<file path="config.mk">
export PLATFORM = sky130hd
export DESIGN_NAME = fetch_stage
export DESIGN_NICKNAME = d
export VERILOG_FILES = /design/src/rtl/fetch_stage.sv
export SDC_FILE = /design/constraint.sdc
export NUM_CORES = 1
export LEC_CHECK = 0
export CELL_PAD_IN_SITES_DETAIL_PLACEMENT = 1
export CELL_PAD_IN_SITES_GLOBAL_PLACEMENT = 1
export CORE_UTILIZATION = 45
export CTS_BUF_LIST = sky130_fd_sc_hd__clkbuf_4 sky130_fd_sc_hd__clkbuf_8
export CTS_CLUSTER_SIZE = 8
export DETAILED_ROUTE_END_ITERATION = 8
export PLACE_DENSITY_LB_ADDON = 0.1
export SETUP_SLACK_MARGIN = 0.2
export SKIP_CTS_REPAIR_TIMING = 1
export SYNTH_ARGS = -nofsm -noshare
export SYNTH_HDL_FRONTEND = slang
export SYNTH_SLANG_ARGS = --single-unit
export TNS_END_PERCENT = 20
</file>
<file path="constraint.sdc">
create_clock -name clk -period 6.7 [get_ports clk]
set_clock_uncertainty 0.05 [all_clocks]
set_input_delay 0.67 -clock clk [delete_from_list [all_inputs] [get_ports clk]]
set_output_delay 0.67 -clock clk [all_outputs]
set_load 0.01 [all_outputs]
</file>
<file path="src/rtl/fetch_stage.sv">
// RV32I fetch: owns the PC, issues 1-cycle-latency imem reads and buffers words in a small queue.
// Fetch-to-decode latency 2 cycles; decode stall holds the queue head and throttles requests.
module fetch_stage #(
  parameter logic [31:0] RESET_PC    = 32'h0000_0000,
  parameter int          QUEUE_DEPTH = 2
) (
  input  logic        clk,
  input  logic        reset_n,
  output logic        imem_req,
  output logic [31:0] imem_addr,
  input  logic [31:0] imem_rdata,
  input  logic        redirect,
  input  logic [31:0] redirect_target,
  output logic        id_valid,
  input  logic        id_ready,
  output logic [31:0] id_instr,
  output logic [31:0] id_pc
);

  localparam int CW = $clog2(QUEUE_DEPTH + 1);
  localparam int PW = (QUEUE_DEPTH > 1) ? $clog2(QUEUE_DEPTH) : 1;

  logic [31:0]   pc_q, pc_d;
  logic [31:0]   last_addr_q, last_addr_d;
  logic          inflight_q, inflight_d;
  logic [CW-1:0] count_q, count_d;
  logic [PW-1:0] head_q, head_d;
  logic [PW-1:0] tail_q, tail_d;
  logic [31:0]   instr_q [QUEUE_DEPTH];
  logic [31:0]   qpc_q   [QUEUE_DEPTH];

  logic [31:0] tgt_al;
  logic        pop;
  logic        enq;
  logic        issue;
  logic [CW:0] occ;

  function automatic logic [PW-1:0] ptr_inc(input logic [PW-1:0] p);
    if (p == PW'(QUEUE_DEPTH - 1)) return '0;
    else return p + PW'(1);
  endfunction

  assign tgt_al = redirect_target & 32'hFFFF_FFFC;
  assign id_valid = (count_q != '0);
  assign pop = id_valid & id_ready & ~redirect;
  assign enq = inflight_q & ~redirect;

  // Slots already owed to an in-flight response count as occupied, so the queue cannot overflow.
  assign occ   = {1'b0, count_q} + {{CW{1'b0}}, inflight_q} - {{CW{1'b0}}, pop};
  assign issue = (occ < (CW+1)'(QUEUE_DEPTH));

  assign imem_req  = reset_n & (redirect | issue);
  assign imem_addr = redirect ? tgt_al : pc_q;
  assign id_instr  = instr_q[head_q];
  assign id_pc     = qpc_q[head_q];

  always_comb begin
    pc_d        = pc_q;
    last_addr_d = last_addr_q;
    inflight_d  = inflight_q;
    count_d     = count_q;
    head_d      = head_q;
    tail_d      = tail_q;
    if (redirect) begin
      pc_d        = tgt_al + 32'd4;
      last_addr_d = tgt_al;
      inflight_d  = 1'b1;
      count_d     = '0;
      head_d      = '0;
      tail_d      = '0;
    end else begin
      count_d    = count_q + CW'(enq) - CW'(pop);
      inflight_d = issue;
      if (pop) head_d = ptr_inc(head_q);
      if (enq) tail_d = ptr_inc(tail_q);
      if (issue) begin
        pc_d        = pc_q + 32'd4;
        last_addr_d = pc_q;
      end
    end
  end

  always_ff @(posedge clk or negedge reset_n) begin
    if (!reset_n) begin
      pc_q        <= RESET_PC & 32'hFFFF_FFFC;
      last_addr_q <= '0;
      inflight_q  <= 1'b0;
      count_q     <= '0;
      head_q      <= '0;
      tail_q      <= '0;
      for (int i = 0; i < QUEUE_DEPTH; i++) begin
        instr_q[i] <= '0;
        qpc_q[i]   <= '0;
      end
    end else begin
      pc_q        <= pc_d;
      last_addr_q <= last_addr_d;
      inflight_q  <= inflight_d;
      count_q     <= count_d;
      head_q      <= head_d;
      tail_q      <= tail_d;
      if (enq) begin
        instr_q[tail_q] <= imem_rdata;
        qpc_q[tail_q]   <= last_addr_q;
      end
    end
  end

endmodule

</file>
# After elaboration in Yosys (flattened, before gate mapping)
# Cells that the tools add are included.
op_classes:
  n_reduce_logical: 5
  multipliers: 0
  n_eq_ne: 0
  muxes: 23
  add_sub_neg: 8
  order_cmp: 4
  bitwise: 8
  div_mod_pow: 0
  n_shift: 0
op_table:
  columns: ["operator", "n"]
  rows:
  - ["two-way mux 32 bit", 12]
  - ["bitwise mux 64 bit", 2]
  - ["adder 32 x 3 -> 32 bit, second input constant", 2]
  - ["demux 32 bit (select 1 bit)", 1]
  - ["nonzero test 2 bit", 4]
  - ["two-way mux 1 bit", 7]
  - ["bitwise AND 1 bit", 4]
  - [">= comparator 2 bit, second input constant", 2]
  - ["NOT 1 -> 2 bit", 2]
  - ["adder 2 x 1 -> 3 bit", 1]
  - ["< comparator 3 x 2 -> 1 bit, second input constant", 1]
  - ["subtractor 3 x 1 -> 3 bit", 1]
  - ["adder 1 bit, second input constant", 2]
  - ["adder 2 x 1 -> 2 bit", 1]
  - ["< comparator 2 x 1 -> 1 bit, second input constant", 1]
  - ["two-way mux 2 bit", 1]
  - ["subtractor 2 x 1 -> 2 bit", 1]
  - ["logical AND 1 bit", 1]
  - ["NOT 1 bit", 1]
  - ["bitwise OR 1 bit", 1]
word_totals:
  wordCells: 58
  rom_bits: 0
  latchBits: 0
  memories: 0
  ramBits: 0
  regBits: 197

# Depth between registers and ports, before layout
# Gate-level depths: netlist (run 1).
logic_depth:
  word_depth: 7
  mapped_depth: 16
  mapped_depth_nobuf: 10

# Worst setup path before layout (run 1)
# No wires, ideal clock.
synth_path:
  kind: "input to output"
  start: "input port redirect"
  end: "output port imem_req"
  required_ns: 5.980
  slack_ns: 2.611
  t_arrival_ns: 3.369
  cell_stages: 14
  cell_sequence: "buf_6 > buf_6 > buf_6 > buf_4 > buf_2 > nor4bb_1 > o21ai_0 > fa_1 > xnor2_1 > a21oi_1 > inv_1 > buf_2 > buf_1 > and2_1"
synth_via:
  elab_chain_len: 6
synth_rtl:
  columns: ["element", "line_no", "source"]
  rows:
  - ["from (decl)", "12", "input logic redirect,"]
  - ["NOT 1 bit", "45", "assign pop = id_valid & id_ready & ~redirect;"]
  - ["bitwise AND 1 bit", "45", null]
  - ["subtractor 3 x 1 -> 3 bit", "49", "assign occ = {1'b0, count_q} + {{CW{1'b0}}, inflight_q} - {{CW{1'b0}}, pop};"]
  - ["< comparator 3 x 2 -> 1 bit", "50", "assign issue = (occ < (CW+1)'(QUEUE_DEPTH));"]
  - ["bitwise OR 1 bit (*)", "52", "assign imem_req = reset_n & (redirect | issue);"]
  - ["bitwise AND 1 bit (*)", "52", null]
  - ["to (decl)", "9", "output logic imem_req,"]
# Mark *: on every way between the ends. The rest lies on a longest branch, timed or not.

# Worst setup path after layout (run 1)
# Ends and elaborated chain as after synthesis.

==> results.txt, run 1 <==
I/O Buffers - 159
fillers - 2,024
share of cells above drive strength 1 - 28.9%
status - complete, no violations
reg2reg start - count_q[1]
detailed-route via count - 6,157
final WL - 22,100 um
worst hold path class - primary input to async pin
die extent in y - 144 um
FF-to-FF End - pc_q[30]
Tmin final - 4.55 ns
Async S/R FF share, synth - 100%
CTS Root Cell - clkbuf_8
ANT nets after route - 0
maximum root-to-sink buffer count - 2
r2r worst-path depth - 11
CP Class - primary input to output port
post-synthesis cell count - 737
first-pass GRT wire length - 35,900 um
Syn. warnings - 0
RSZ-0062 raised after global routing - no
CP max stage delay - 0.63 ns
DRC viols - 0
synthesized area - 0.00914 mm^2
Die Wd - 144 um
largest net degree at the start of global routing - 107
via/cell ratio - 5.33
Clock Latency Late Sink - 0.46 ns
Routed wire per std cell - 19.1 um
area leader, netlist - dfrtp_1
post-route clock period utilization - 67.9%
Yosys top cell area share - 51.8%
CP endpoint kind - output port
initial antenna violation count - 1
CP max FO - 67
vias in the first global route - 6,847
setup_tns - 0 ns
drt initial violations - 178
Starting Density - 46.5%
Power Density - 472 mW/mm^2
Setup violations, final - 0
max-slew violation count - 0
most used cell, CP - buf_4
CTS sink cnt - 189
Reg clk slew, reported paths - 0.09 ns
GP Congestion - 0.827
Nets - 948
Seq cells post-synth - 189
Post-synth top cells - 198 x mux2_2, 189 x dfrtp_1, 67 x nor2_1
Pleak - 4.79 nW
hpwl dp - 15,000 um
EDFF count, synth - 0
post-route total power - 5.35 mW
ranking of synthesized cells by area - dfrtp_1 52%, mux2_2 24%, nor2_1 2.8%
critical path, cell by cell - buf_2 -> buf_4 -> inv_1 -> a21boi_0 -> o21ai_0 -> fa_1 -> xnor2_1 -> a21oi_2 -> buf_4 -> inv_2 -> and2_1 -> clkdlybuf4s50_1
Seq/Total Area, Yosys - 51.8%
GRT Overall Usage - 22.6%
Std-Cell Rows - 51
Worst Path Arrival - 3.83 ns
final hold viol count - 0
Fmax achieved - 0.220 GHz
first drt pass iteration count - 4
Worst-Margin Slew - 1.06 ns
Max Cap Viol - 0
peak supply drop - 0.203 mV
CP Launch Type - primary input
area growth from synthesis to layout - 23.9%
CTS Buf Count - 17
I/O pin count - 166
grt total ovfl - 0
Die Area - 0.0209 mm^2
CTS tree - done
Clock H-tree levels - 4
Netlist cell types - 51
CP required - 5.98 ns
Mean Syn Cell Area - 12.4 um^2
Main synth FF type - dfrtp_1
most frequent cell after synthesis - mux2_2
R2R Setup Slk - 3.03 ns
CP max-delay cell - buf_4
core area - 0.0197 mm^2
Slew HR - 29.6%
[through the flow]
stage | area (um^2) | hold WS [ns] | cells | utilization, % | setup WS (ns)
floorplan | 9150 | 0.324 | 740 | - | 2.61
global placement | 10900 | 0.416 | 1123 | 55.4 | 2.32
detailed placement | 10900 | 0.425 | 1123 | 55.4 | 2.12
CTS | 11300 | 0.272 | 1155 | 57.6 | 2.11
global route | 11300 | 0.285 | 1155 | 57.6 | 1.91
finish | 11300 | 0.254 | 1156 | 57.6 | 2.15
[power by group]
| group | switching, mW | internal, mW |
|---|---|---|
| combinational | 1.05 | 1.38 |
| clock | 0.415 | 0.405 |
| sequential | 0.382 | 1.71 |
[metal layers]
layer	track usage [%]	vias up	share of wire, %
met1	28.5	3137	43
met4	6.32	0	1.4
met3	5.89	19	5.1
li1	-	2870	-
met5	0	-	0
met2	38.2	131	50
[sequential cells by signal, summed over array words and instances (netlist names)]
register and cells:
head_q 1, pc_q 30, instr_q 64, last_addr_q 30
count_q 2, inflight_q 1, qpc_q 60, tail_q 1
[worst max-delay path by stage]
| stage | to | depth (start not counted) | from | slack [ns] |
|---|---|---|---|---|
| global route | imem_req | 12 | redirect | 1.91 |
| detailed placement | imem_req | 12 | redirect | 2.12 |
| global placement | imem_req | 12 | redirect | 2.32 |
| floorplan | imem_req | 14 | redirect | 2.61 |
| CTS | imem_req | 12 | redirect | 2.11 |
| finish | imem_req | 12 | redirect | 2.15 |
[logic make-up (layout without fill, tap and decap cells)]
kind of cell / after synthesis / after routing / share of synthesized area [%]
AO/OA/AOI/OAI: 71 / 71 / 5.63
XOR/XNOR: 18 / 18 / 1.73
adder cells (fa/ha/maj): 3 / 3 / 0.493
buffers and inverters: 67 / 217 / 3.57
flip-flops: 189 / 189 / 51.8
multiplexers: 221 / 221 / 26.9
other: 1 / 5 / 0.0410
AND/OR/NAND/NOR: 167 / 167 / 9.86
[worst max-delay path, delay by kind of cell]
kind | cells | cell delay [ns]
AO/OA/AOI/OAI | 3 | 0.52
XOR/XNOR | 1 | 0.16
adder cells (fa/ha/maj) | 1 | 0.46
buffers and inverters | 6 | 1.84
AND/OR/NAND/NOR | 1 | 0.16
[cell usage in the layout, fill, tap and decap left out, types with 5 or more instances in the layout]
cell	count
nor2_1	67
nand2b_1	6
nor3_1	8
mux2i_1	23
mux2_2	198
inv_1	19
o21ai_0	8
clkbuf_8	20
clkdlybuf4s50_1	157
dfrtp_1	188
o21a_1	9
xor2_1	7
nand3_1	13
nand4_1	14
nand2_1	26
and2_1	5
xnor2_1	11
a21oi_1	27
buf_4	6
[area by class of cell]
cell class	instances	area, um^2	share of cell area (%)
clock inverters	11	158	1.39
diodes	1	2.50	0.0221
clock buffers	21	277	2.44
well taps	265	332	2.93
multi-input cells	484	4110	36.3
flip-flops and latches	189	4730	41.8
repair buffers	165	1640	14.4
inverters	20	75.1	0.663
Power figures use the tool's default switching activity.
==> inputs of run 2 (changes only) <==
--- a/config.mk
+++ b/config.mk
@@ -7,7 +7,7 @@
 export LEC_CHECK = 0
 export CELL_PAD_IN_SITES_DETAIL_PLACEMENT = 1
 export CELL_PAD_IN_SITES_GLOBAL_PLACEMENT = 1
-export CORE_UTILIZATION = 45
+export CORE_UTILIZATION = 44
 export CTS_BUF_LIST = sky130_fd_sc_hd__clkbuf_4 sky130_fd_sc_hd__clkbuf_8
 export CTS_CLUSTER_SIZE = 8
 export DETAILED_ROUTE_END_ITERATION = 8
==> constraint.sdc (replaced) <==
create_clock -name clk -period 4.6 [get_ports clk]
set_clock_uncertainty 0.05 [all_clocks]
set_input_delay 0.46 -clock clk [delete_from_list [all_inputs] [get_ports clk]]
set_output_delay 0.46 -clock clk [all_outputs]
set_load 0.01 [all_outputs]
==> results.txt, run 2 (same netlist as run 1, synthesis figures left out) <==
final WL - 22,000 um
Worst Path Arrival - 3.19 ns
Pleak - 4.78 nW
Fmax achieved - 0.270 GHz
max reg flops - 64
ANT nets after route - 0
commonest cells after routing, fill and taps aside - 198 x mux2_2, 188 x dfrtp_1, 157 x clkdlybuf4s50_1
Clock H-tree levels - 4
Die Area - 0.0213 mm^2
drt initial violations - 176
Power Density - 677 mW/mm^2
P_sw - 2.72 mW
final hold viol count - 0
first drt pass iteration count - 4
commonest non-fill, non-tap cell in the layout - mux2_2
CTS Buf Count - 17
Starting Density - 45.0%
Max Cap Viol - 0
hpwl dp - 15,000 um
CP endpoint kind - output port
setup_tns - 0 ns
peak supply drop - 0.272 mV
Cell Count, Final, Fillers Out - 1,165
grt total ovfl - 0
worst hold path class - primary input to register
vias in the first global route - 6,906
Nets - 953
first-pass GRT wire length - 36,300 um
Largest Register - instr_q
CTS Root Cell - clkbuf_8
I/O Buffers - 159
CP max FO - 4
via/cell ratio - 5.31
Tmin final - 3.70 ns
share of cells above drive strength 1 - 29.2%
register area - 0.00473 mm^2
GRT Overall Usage - 21.7%
Sequential Power Share - 39.9%
initial antenna violation count - 1
die extent in y - 146 um
fillers - 2,096
CTS sink cnt - 189
detailed-route via count - 6,187
largest net degree at the start of global routing - 96
Die Wd - 146 um
Clk network pwr share - 13.7%
Largest regs - instr_q x64, qpc_q x60
Setup violations, final - 0
status - complete, no violations
CP Launch Type - primary input
Inst Count DP - 1,132
antenna fix cells - 0
RSZ-0062 raised after global routing - no
Sw Ratio - 35.5%
Std-Cell Rows - 52
Logic pwr share - 46.4%
I/O pin count - 166
post-route clock period utilization - 80.4%
CTS tree - done
CP required - 4.09 ns
max-slew violation count - 0
Worst-Margin Slew - 1.01 ns
core area - 0.0203 mm^2
DRC viols - 0
CP Class - primary input to output port
Slew HR - 32.9%
maximum root-to-sink buffer count - 2
Routed wire per std cell - 18.9 um
Reg clk slew, reported paths - 0.09 ns
area growth from synthesis to layout - 23.8%
GP Congestion - 0.780
Clock Latency Late Sink - 0.46 ns
cell internal pwr - 4.93 mW
area occupied by multi-input gates - 0.00412 mm^2
## run 2: path summary, 6_finish.rpt
check | start | end | slack [ns] | cells past startpoint
max | id_ready | imem_req | 0.90 | 9
min | redirect | tail_q | 0.39 | 2
max reg2reg | count_q[1] | pc_q[22] | 1.26 | 10
min reg2reg | pc_q[21] | pc_q[21] | 0.45 | 2
max in group asynchronous | reset_n | instr_q[17] | 2.65 | 3
min in group asynchronous | reset_n | instr_q[48] | 0.52 | 2
## run 2: through the flow
stage | utilization (%) | power, mW | area (um^2) | setup WS, ns | hold slack, ns
2_1_floorplan | - | 5.09 | 9150 | 0.931 | 0.114
3_3_place_gp | 53.8 | 6.45 | 10900 | 0.823 | 0.413
3_5_place_dp | 53.8 | 6.68 | 10900 | 0.677 | 0.427
4_1_cts | 55.7 | 7.75 | 11300 | 0.885 | -0.0880
5_1_grt | 55.7 | 8.18 | 11300 | 0.686 | 0.378
6_report | 55.7 | 7.65 | 11300 | 0.902 | 0.391
## run 2: routing by layer
metal / GRT usage (%) / up-vias / wire (um)
met5: 0 / - / 13
met1: 27.5 / 3175 / 9800
met3: 5.22 / 26 / 884
met4: 5.31 / 2 / 264
li1: - / 2868 / -
met2: 37.4 / 116 / 11000
## run 2: power by group through the flow
stage	sequential, mW	clock, mW	combinational, mW
detailed placement	3.09	0	3.59
global route	3.17	1.15	3.85
CTS	3.06	1.08	3.61
global placement	2.99	0	3.46
floorplan	2.86	0	2.23
finish	3.05	1.05	3.55
## run 2: final cells by class
class / instances / area share, %
Timing Repair Buffer: 170 / 14.8
Clock buffer: 20 / 2.32
Inverter: 20 / 0.664
Clock inverter: 12 / 0.929
Multi-Input combinational cell: 484 / 36.4
Tap cell: 270 / 2.99
Sequential cell: 189 / 41.8
## run 2: critical path: stages
cell	delay (ns)
clkdlybuf4s50_1	0.52
nor4bb_1	0.43
o21ai_0	0.20
fa_1	0.44
xnor2_1	0.26
a21oi_4	0.10
inv_2	0.07
and2_1	0.12
clkdlybuf4s50_1	0.59
